### config.mk
export PLATFORM = sky130hd
export DESIGN_NAME = acc_16bit_s
export DESIGN_NICKNAME = d
export VERILOG_FILES = /design/src/rtl/acc_16bit_s_pkg.sv /design/src/rtl/acc_16bit_s_adder.sv /design/src/rtl/acc_16bit_s.sv
export SDC_FILE = /design/constraint.sdc
export NUM_CORES = 1
export LEC_CHECK = 0
export ABC_AREA = 1
export CORE_ASPECT_RATIO = 1.4
export CORE_MARGIN = 2
export CORE_UTILIZATION = 48
export DETAILED_ROUTE_END_ITERATION = 10
export GPL_ROUTABILITY_DRIVEN = 0
export GPL_TIMING_DRIVEN = 1
export HOLD_SLACK_MARGIN = 0.12
export PLACE_DENSITY = 0.7
export SLEW_MARGIN = 30
export SYNTH_ARGS = -nofsm -noshare
export SYNTH_HDL_FRONTEND = slang
export SYNTH_HIERARCHICAL = 1
export SYNTH_SLANG_ARGS = --single-unit
### constraint.sdc
create_clock -name clk -period 23 [get_ports clk]
set_input_delay 2.3 -clock clk [delete_from_list [all_inputs] [get_ports clk]]
set_output_delay 2.3 -clock clk [all_outputs]
set_load 0.01 [all_outputs]
### src/rtl/acc_16bit_s_pkg.sv
`default_nettype none
// ============================================================================
// Module   : acc_pkg
// Brief    : Shared opcodes, FSM states and command-entry layout for the
//            acc_16bit_s accumulator stage.
// Revision : 1.0 - initial release
// ============================================================================
package acc_pkg;

  // Command opcodes carried in the upper two bits of each FIFO entry
  localparam logic [1:0] OP_LOAD = 2'b00;
  localparam logic [1:0] OP_ADD  = 2'b01;
  localparam logic [1:0] OP_SUB  = 2'b10;
  localparam logic [1:0] OP_CLR  = 2'b11;

  localparam int DATA_W  = 16;
  localparam int ENTRY_W = 2 + DATA_W;

  // Status-only state machine encoding
  typedef enum logic [1:0] {
    IDLE  = 2'd0,
    RUN   = 2'd1,
    STALL = 2'd2,
    DRAIN = 2'd3
  } state_t;

  // One buffered command: opcode in the MSBs, operand below
  typedef struct packed {
    logic [1:0]        op;
    logic [DATA_W-1:0] data;
  } cmd_t;

  // ADD and SUB are the only opcodes that route the adder result and flags
  function automatic logic is_arith(input logic [1:0] op);
    return (op == OP_ADD) || (op == OP_SUB);
  endfunction

endpackage
`default_nettype wire

### src/rtl/acc_16bit_s_adder.sv
`default_nettype none
// ============================================================================
// Module   : adder_16bit_s
// Brief    : 16-bit structural ripple-carry add/sub. Add_ctrl=1 computes
//            A + ~B + 1; O flags two's-complement overflow out of bit 15.
// Revision : 1.0 - initial release
// ============================================================================
module adder_16bit_s (
  input  logic [15:0] A,
  input  logic [15:0] B,
  input  logic        Add_ctrl,
  output logic [15:0] SUM,
  output logic        C_out,
  output logic        O
);

  logic [16:0] w_carry;
  logic [15:0] w_b;

  // Subtraction inverts B and injects the +1 through the carry-in
  assign w_b        = B ^ {16{Add_ctrl}};
  assign w_carry[0] = Add_ctrl;

  for (genvar i = 0; i < 16; i++) begin : g_bit
    assign SUM[i]       = A[i] ^ w_b[i] ^ w_carry[i];
    assign w_carry[i+1] = (A[i] & w_b[i]) | (w_carry[i] & (A[i] ^ w_b[i]));
  end

  // Overflow when the carry into the sign bit differs from the carry out
  assign C_out = w_carry[16];
  assign O     = w_carry[16] ^ w_carry[15];

endmodule
`default_nettype wire

### src/rtl/acc_16bit_s.sv
`default_nettype none
// ============================================================================
// Module   : acc_16bit_s
// Brief    : Accumulator stage around adder_16bit_s. Commands arrive over a
//            valid/ready port into a small FIFO, execute one per cycle and
//            produce a registered result with its own valid/ready port.
// Revision : 1.0 - initial release
// ============================================================================
module acc_16bit_s
  import acc_pkg::*;
#(
  parameter int FIFO_DEPTH = 4,
  parameter int WIDTH      = 16
) (
  input  logic                         clk,
  input  logic                         rst_n,
  input  logic                         in_valid,
  output logic                         in_ready,
  input  logic [1:0]                   in_op,
  input  logic [WIDTH-1:0]             in_data,
  output logic                         res_valid,
  input  logic                         res_ready,
  output logic [WIDTH-1:0]             res_data,
  output logic                         res_c,
  output logic                         res_o,
  output logic [WIDTH-1:0]             acc,
  output logic                         ovf_sticky,
  output logic [$clog2(FIFO_DEPTH):0]  fifo_count
);

  localparam int PTR_W = $clog2(FIFO_DEPTH);
  localparam int CNT_W = PTR_W + 1;
  localparam logic [CNT_W-1:0] C_FULL = CNT_W'(FIFO_DEPTH);

  cmd_t             r_mem [FIFO_DEPTH];
  logic [PTR_W-1:0] r_wr_ptr;
  logic [PTR_W-1:0] r_rd_ptr;
  logic [CNT_W-1:0] r_count;

  logic [WIDTH-1:0] r_acc;
  logic [WIDTH-1:0] r_res_data;
  logic             r_res_c;
  logic             r_res_o;
  logic             r_res_valid;
  logic             r_ovf;

  state_t           r_state;
  state_t           w_state_nxt;

  cmd_t             w_head;
  logic             w_push;
  logic             w_exec;
  logic [WIDTH-1:0] w_sum;
  logic             w_cout;
  logic             w_ovf;

  // Handshake qualifiers; a pop happens exactly when a command executes
  assign in_ready = (r_count != C_FULL);
  assign w_push   = in_valid && in_ready;
  assign w_exec   = (r_count != '0) && (!r_res_valid || res_ready);
  assign w_head   = r_mem[r_rd_ptr];

  adder_16bit_s u_adder (
    .A        (r_acc),
    .B        (w_head.data),
    .Add_ctrl (w_head.op == OP_SUB),
    .SUM      (w_sum),
    .C_out    (w_cout),
    .O        (w_ovf)
  );

  // Entry storage needs no reset: pointers and count decide what is live
  always_ff @(posedge clk) begin
    if (w_push) r_mem[r_wr_ptr] <= '{op: in_op, data: in_data};
  end

  // FIFO pointers and occupancy; pointers wrap naturally at the power of two
  always_ff @(posedge clk or negedge rst_n) begin
    if (!rst_n) begin
      r_wr_ptr <= '0;
      r_rd_ptr <= '0;
      r_count  <= '0;
    end else begin
      if (w_push) r_wr_ptr <= r_wr_ptr + PTR_W'(1);
      if (w_exec) r_rd_ptr <= r_rd_ptr + PTR_W'(1);
      case ({w_push, w_exec})
        2'b10:   r_count <= r_count + CNT_W'(1);
        2'b01:   r_count <= r_count - CNT_W'(1);
        default: r_count <= r_count;
      endcase
    end
  end

  // Execute the head command and hold the result until the consumer takes it
  always_ff @(posedge clk or negedge rst_n) begin
    if (!rst_n) begin
      r_acc       <= '0;
      r_res_data  <= '0;
      r_res_c     <= 1'b0;
      r_res_o     <= 1'b0;
      r_res_valid <= 1'b0;
      r_ovf       <= 1'b0;
    end else if (w_exec) begin
      r_res_valid <= 1'b1;
      case (w_head.op)
        OP_LOAD: begin
          r_acc      <= w_head.data;
          r_res_data <= w_head.data;
          r_res_c    <= 1'b0;
          r_res_o    <= 1'b0;
        end
        OP_CLR: begin
          r_acc      <= '0;
          r_res_data <= '0;
          r_res_c    <= 1'b0;
          r_res_o    <= 1'b0;
          r_ovf      <= 1'b0;
        end
        default: begin
          r_acc      <= w_sum;
          r_res_data <= w_sum;
          r_res_c    <= is_arith(w_head.op) & w_cout;
          r_res_o    <= is_arith(w_head.op) & w_ovf;
          r_ovf      <= r_ovf | w_ovf;
        end
      endcase
    end else if (r_res_valid && res_ready) begin
      r_res_valid <= 1'b0;
    end
  end

  // Status state register
  always_ff @(posedge clk or negedge rst_n) begin
    if (!rst_n) r_state <= IDLE;
    else        r_state <= w_state_nxt;
  end

  // Classify the current cycle; DRAIN only leaves once the result is taken
  always_comb begin
    w_state_nxt = IDLE;
    if (w_exec) begin
      w_state_nxt = RUN;
    end else if (r_res_valid && !res_ready && (r_count != '0)) begin
      w_state_nxt = STALL;
    end else if (r_res_valid && (r_count == '0)) begin
      w_state_nxt = ((r_state == DRAIN) && res_ready) ? IDLE : DRAIN;
    end
  end

  assign res_valid  = r_res_valid;
  assign res_data   = r_res_data;
  assign res_c      = r_res_c;
  assign res_o      = r_res_o;
  assign acc        = r_acc;
  assign ovf_sticky = r_ovf;
  assign fifo_count = r_count;

endmodule
`default_nettype wire

# Yosys cells after proc, flatten, opt, wreduce, memory -nomap -nowiden
# Memory sizes are Yosys's and may differ from the RTL's.
# Cells that the tools add are included.
# word_totals
input_bits	22
reg_bits	27
ram_bits	72
mem_count	1
out_inout_bits	40
word_cells	126
# classes
bitwise	86
reduce_logical	12
add_sub_neg	4
eq_ne	6
mux	9
# memory_table
name	depth	word_bits	rd	rd_ports_with_merged_regs	write_ports	line	rtl
r_mem	4	18	1	0	1	acc_16bit_s.sv:35	cmd_t r_mem [FIFO_DEPTH];
# op_table
op	count
1-bit AND	34
1-bit bitwise XOR	33
16-bit case mux with 2 select lines	1
1-bit bitwise OR	17
16-bit bitwise XOR	1
2-bit == test, second input constant	3
1-bit 2-to-1 mux	6
3-bit case mux with 2 select lines	1
2-bit by 1-bit adder with 2-bit output, second input constant	2
2-bit by 1-bit == test with 1-bit output, second input constant	2
2-bit nonzero test	2
3-bit by 1-bit adder with 3-bit output, second input constant	1
1-bit logical AND	3
3-bit inequality test, second input constant	1
3-bit nonzero test	1
3-bit by 1-bit subtractor with 3-bit output, second input constant	1
2-bit logical NOT	1
1-bit logical OR	2
1-bit case mux with 2 select lines	1
2-bit AND reduction	1
2-bit OR reduction	1
1-bit logical NOT	1
1-bit NOT	1

# Depth between registers and ports, before layout
# An unclocked memory read counts as a cell.
# logic_depth
word_depth	39
depth_mapped	33
ltp_nobuf	30

# By module
# Netlist, hierarchy kept.
# modules_own_cells
module	instances	area_per_inst_um2	cells_each	seq_area_each_um2
acc_16bit_s	1	4554.4	414	2837.7
adder_16bit_s	1	653.1	81	0.0

# Worst setup path before layout
# No wires, ideal clock.
# synth_path
kind	register to register
start	register r_rd_ptr[0]
end	register r_res_data[15], in the netlist res_data[15]
arrival_time_ns	7.846
n_path_buf	3
slack_ns	15.035
setup_time_ns	0.120
required_ns	22.880
path_stages_with_launch	33
synth_period_minus_slack_ns	7.965
path_cell_list	dfrtp_1 > inv_2 > buf_6 > buf_6 > nand2_1 > nand3_1 > nand2_1 > inv_1 > ha_1 > buf_6 > nand2_1 > o21ai_0 > fa_1 > inv_1 > fa_1 > fa_1 > fa_1 > fa_1 > fa_1 > fa_1 > fa_1 > fa_1 > fa_1 > fa_1 > fa_1 > fa_1 > fa_1 > inv_1 > fa_1 > nand2_1 > inv_1 > nor2_1 > a21oi_2
# synth_between
elab_chain_cells	36
elab_cells_between_ends	68
cone_classes	eq/ne: 2; mux: 1; bitwise: 63; reduce/logical: 1; memory: 1
# synth_lines
item	line	rtl
start, declared	acc_16bit_s.sv:37	logic [PTR_W-1:0] r_rd_ptr;
start signal, assigned	acc_16bit_s.sv:85	if (w_exec) r_rd_ptr <= r_rd_ptr + PTR_W'(1);
memory 4 x 18 bit (*)	-	
2-bit == test	acc_16bit_s.sv:66	.Add_ctrl (w_head.op == OP_SUB),
16-bit bitwise XOR	acc_16bit_s_adder.sv:21	assign w_b = B ^ {16{Add_ctrl}};
1-bit bitwise XOR	acc_16bit_s_adder.sv:26	assign w_carry[i+1] = (A[i] & w_b[i]) | (w_carry[i] & (A[i] ^ w_b[i]));
1-bit AND	acc_16bit_s_adder.sv:26	
1-bit bitwise OR	acc_16bit_s_adder.sv:26	
1-bit AND	acc_16bit_s_adder.sv:26	
1-bit bitwise OR	acc_16bit_s_adder.sv:26	
[21 not listed]	-	
1-bit bitwise OR	acc_16bit_s_adder.sv:26	
1-bit AND	acc_16bit_s_adder.sv:26	
1-bit bitwise OR	acc_16bit_s_adder.sv:26	
1-bit AND	acc_16bit_s_adder.sv:26	
1-bit bitwise OR	acc_16bit_s_adder.sv:26	
1-bit bitwise XOR (*)	acc_16bit_s_adder.sv:25	assign SUM[i] = A[i] ^ w_b[i] ^ w_carry[i];
via w_sum[15]	acc_16bit_s.sv:53	logic [WIDTH-1:0] w_sum;
16-bit case mux with 2 select lines (*)	acc_16bit_s.sv:105	case (w_head.op)
end signal, assigned	acc_16bit_s.sv:108	r_res_data <= w_head.data;
end signal, assigned	acc_16bit_s.sv:121	r_res_data <= w_sum;
end, declared	acc_16bit_s.sv:41	logic [WIDTH-1:0] r_res_data;
# Mark *: on every way through the listed nets, which the timed path passes. The rest lies on a longest branch.
# A chain may end at the register's enable or synchronous reset.

# Final worst setup path
# Same ends and word-level chain as after synthesis.

==> results.md <==
- Status: finished, final reports clean
- Max-slew violation count: 0
- Most instantiated library cell after synthesis: nand2_1
- Final Hold Fails: 0
- Core Area: 10700 um2
- Sequential share of the synthesized area: 54.5%
- Skew-Pair Late Insertion Delay: 0.35 ns
- PortBufs: 61
- CP Launch Type: flop
- Async SR Flop Fraction: 27.3%
- Antenna viol nets, final: 0
- DRC errors left: 0
- Most numerous cell on the critical path: fa_1
- Synth Register Bits: 99
- Final net count: 584
- RSZ-0062 raised after global routing: no
- First-pass GRT wire length: 16.4 mm
- Final wirelength: 9.82 mm
- Cell Area, Synth: 5210 um2
- Largest net degree at the start of global routing: 39
- Row count: 45
- Vias per inst: 4.83
- Top cells by count, synth: 113 x nand2_1, 72 x edfxtp_1, 58 x inv_1, 43 x nand3_1, 40 x nor2_1
- Slowest-stage cell, CP: ha_2
- Synth Net Count: 541
- Clock tree from TritonCTS: done
- Die Wd: 92.0 um
- Top cell type's share of synthesized area: 41.5%
- Htree depth: 3
- Worst rel slew slack: 53.8%
- Post-layout util: 56.5%
- Crit path max-delay family: adder cells
- Worst EP arrival: 9.33 ns
- Critical path required time: 23.23 ns
- CP peak stage delay: 0.53 ns
- # hold bufs at CTS: 0
- Post-Syn Instances: 495
- Min cycle time layout: 9.10 ns
- Share of cells above drive strength 1: 10.3%
- Buffer count from post-CTS setup fixing: 0
- Post-synthesis xor/xnor area fraction: 3.36%
- Initial Util: 48.7%
- Final period utilization: 39.6%
- Crit end category: flop
- Max Clk Rate: 110 MHz
- GRT Util Overall: 18.0%
- Fin cells: 684
- Setup TNS: 0 ns
- CTS sink cnt: 99
- CTS buffer count: 9
- Initial drt markers: 159
- Crit-path max FO: 38
- Clock Skew: 0.00743 ns
- Initial antenna violation count: 0
- Resize count post-CTS: 0
- Total placed cells including tap cells: 668
- Layout fillers: 911
- Layout area overhead: 16.1%
- Die H: 127 um
- Largest family of logic cells by synthesized area: simple AND/OR/NAND/NOR gates
- CP bufs+invs: 6
- Leading area contributor after synthesis: edfxtp_1
- 1st-pass router iterations: 5
- Post-synth EDFFs: 72
- Yosys warnings: 6
- Main synth FF type: edfxtp_1
- Setup Viol. Count Final: 0
- Synth Area in Adders: 8.07%
- Clk pin slew, worst setup/hold paths: 0.07 ns
- # IOs: 62
- Unique cell type count in the Yosys netlist: 24
- Vias in the first global route: 3286
- Grt ovf: 0
- Vias after detailed routing: 3303
- Clock Path Buffers: 2
- Simple-gate share of the synthesized area: 20.0%
- Worst hold path class: reg2reg
- Synth area leaders: edfxtp_1 42%, dfrtp_1 13%, nand2_1 8.1%
- Synth Area in Compound Gates: 3.34%
- Mux contribution to synthesized area: 0%
- Antenna diodes: 0
- WL/cell: 14.4 um
- WS Path Type: reg2reg
- Mean Syn Cell Area: 10.5 um2
- Worst Max-Slew Pin Slew: 0.693 ns
- Dpl hpwl: 6.99 mm
- Clock root buffer: clkbuf_16
- Maxcap violations: 0
- DIE AREA: 11700 um2
[per-layer routing]
layer	track usage (%)	up-vias	part of all wire [%]
met5	0	-	0
met4	7.20	0	2.1
met3	2.89	14	3.6
met2	29.8	86	49
met1	23.9	1564	45
li1	-	1639	-
[cells by family after synthesis]
kind of cell    Yosys count
compound gates           25
xor+xnor                 20
fa+ha+maj                24
buf+inv                  99
flops                    99
simple gates            228
[cell usage in the layout (no fill, tap or decap), types with 6 or more instances in the layout]
cell             netlist  layout
clkbuf_16              0       9
nand2_1              113     113
a21oi_2               13      13
nor2_1                40      40
edfxtp_1              72      72
buf_4                 19       6
nand3_2               13      13
a21oi_1                6       6
clkdlybuf4s50_1        0      61
fa_1                  16      16
xnor2_1               15      15
nand3_1               43      43
ha_1                   8       7
dfrtp_1               27      27
o21ai_0                6       6
inv_1                 58      58
and2_1                16      16
[per-stage QoR]
stage	instance area [um2]	worst slack, ns	hold slack (ns)
floorplan	5210	15.03	0.518
detailed placement	5730	13.53	0.494
global route	6040	13.33	0.541
finish	6040	13.90	0.507
CTS	6040	13.52	0.509
global placement	5730	13.71	0.491
[area by class of cell]
type	count	area (um2)	share of cell area, %
flip-flops and latches	99	2840	47.0
well taps	141	176	2.92
repair buffers	67	656	10.8
clock inverters	6	86.3	1.43
multi-input cells	297	1820	30.0
inverters	64	243	4.02
clock buffers	10	229	3.79
[flip-flops by register name (all words and copies together), names as in the netlist]
| signal | flops |
|---|---|
| ovf_sticky | 1 |
| res_data | 16 |
| r_rd_ptr | 2 |
| res_o | 1 |
| res_c | 1 |
| fifo_count | 3 |
| r_mem | 72 |
| res_valid | 1 |
| r_wr_ptr | 2 |
[worst register-to-register path, delay by kind of cell, from the launching register on]
kind / cells / cell delay [ns]
AO/OA/AOI/OAI: 2 / 0.21
adder cells (fa/ha/maj): 16 / 6.77
buffers and inverters: 6 / 1.00
flip-flops: 1 / 0.36
AND/OR/NAND/NOR: 6 / 0.66
[final timing paths]
| check | start | to | slack (ns) | cells past startpoint |
|---|---|---|---|---|
| max in group asynchronous | rst_n | res_data[9]$_DFFE_PN0P_ | 20.38 | 2 |
| max reg2reg | r_rd_ptr[0]$_DFFE_PN0P_ | res_data[15]$_DFFE_PN0P_ | 13.90 | 30 |
| min reg2reg | res_o$_DFFE_PN0P_ | res_o$_DFFE_PN0P_ | 0.51 | 2 |
| min | res_o$_DFFE_PN0P_ | res_o$_DFFE_PN0P_ | 0.51 | 2 |
| min in group asynchronous | rst_n | r_wr_ptr[0]$_DFFE_PN0P_ | 2.33 | 2 |
| max | r_rd_ptr[0]$_DFFE_PN0P_ | res_data[15]$_DFFE_PN0P_ | 13.90 | 30 |
Power is not shown: default switching activity piles up to over one toggle a cycle in this logic, so the estimate is an artifact.
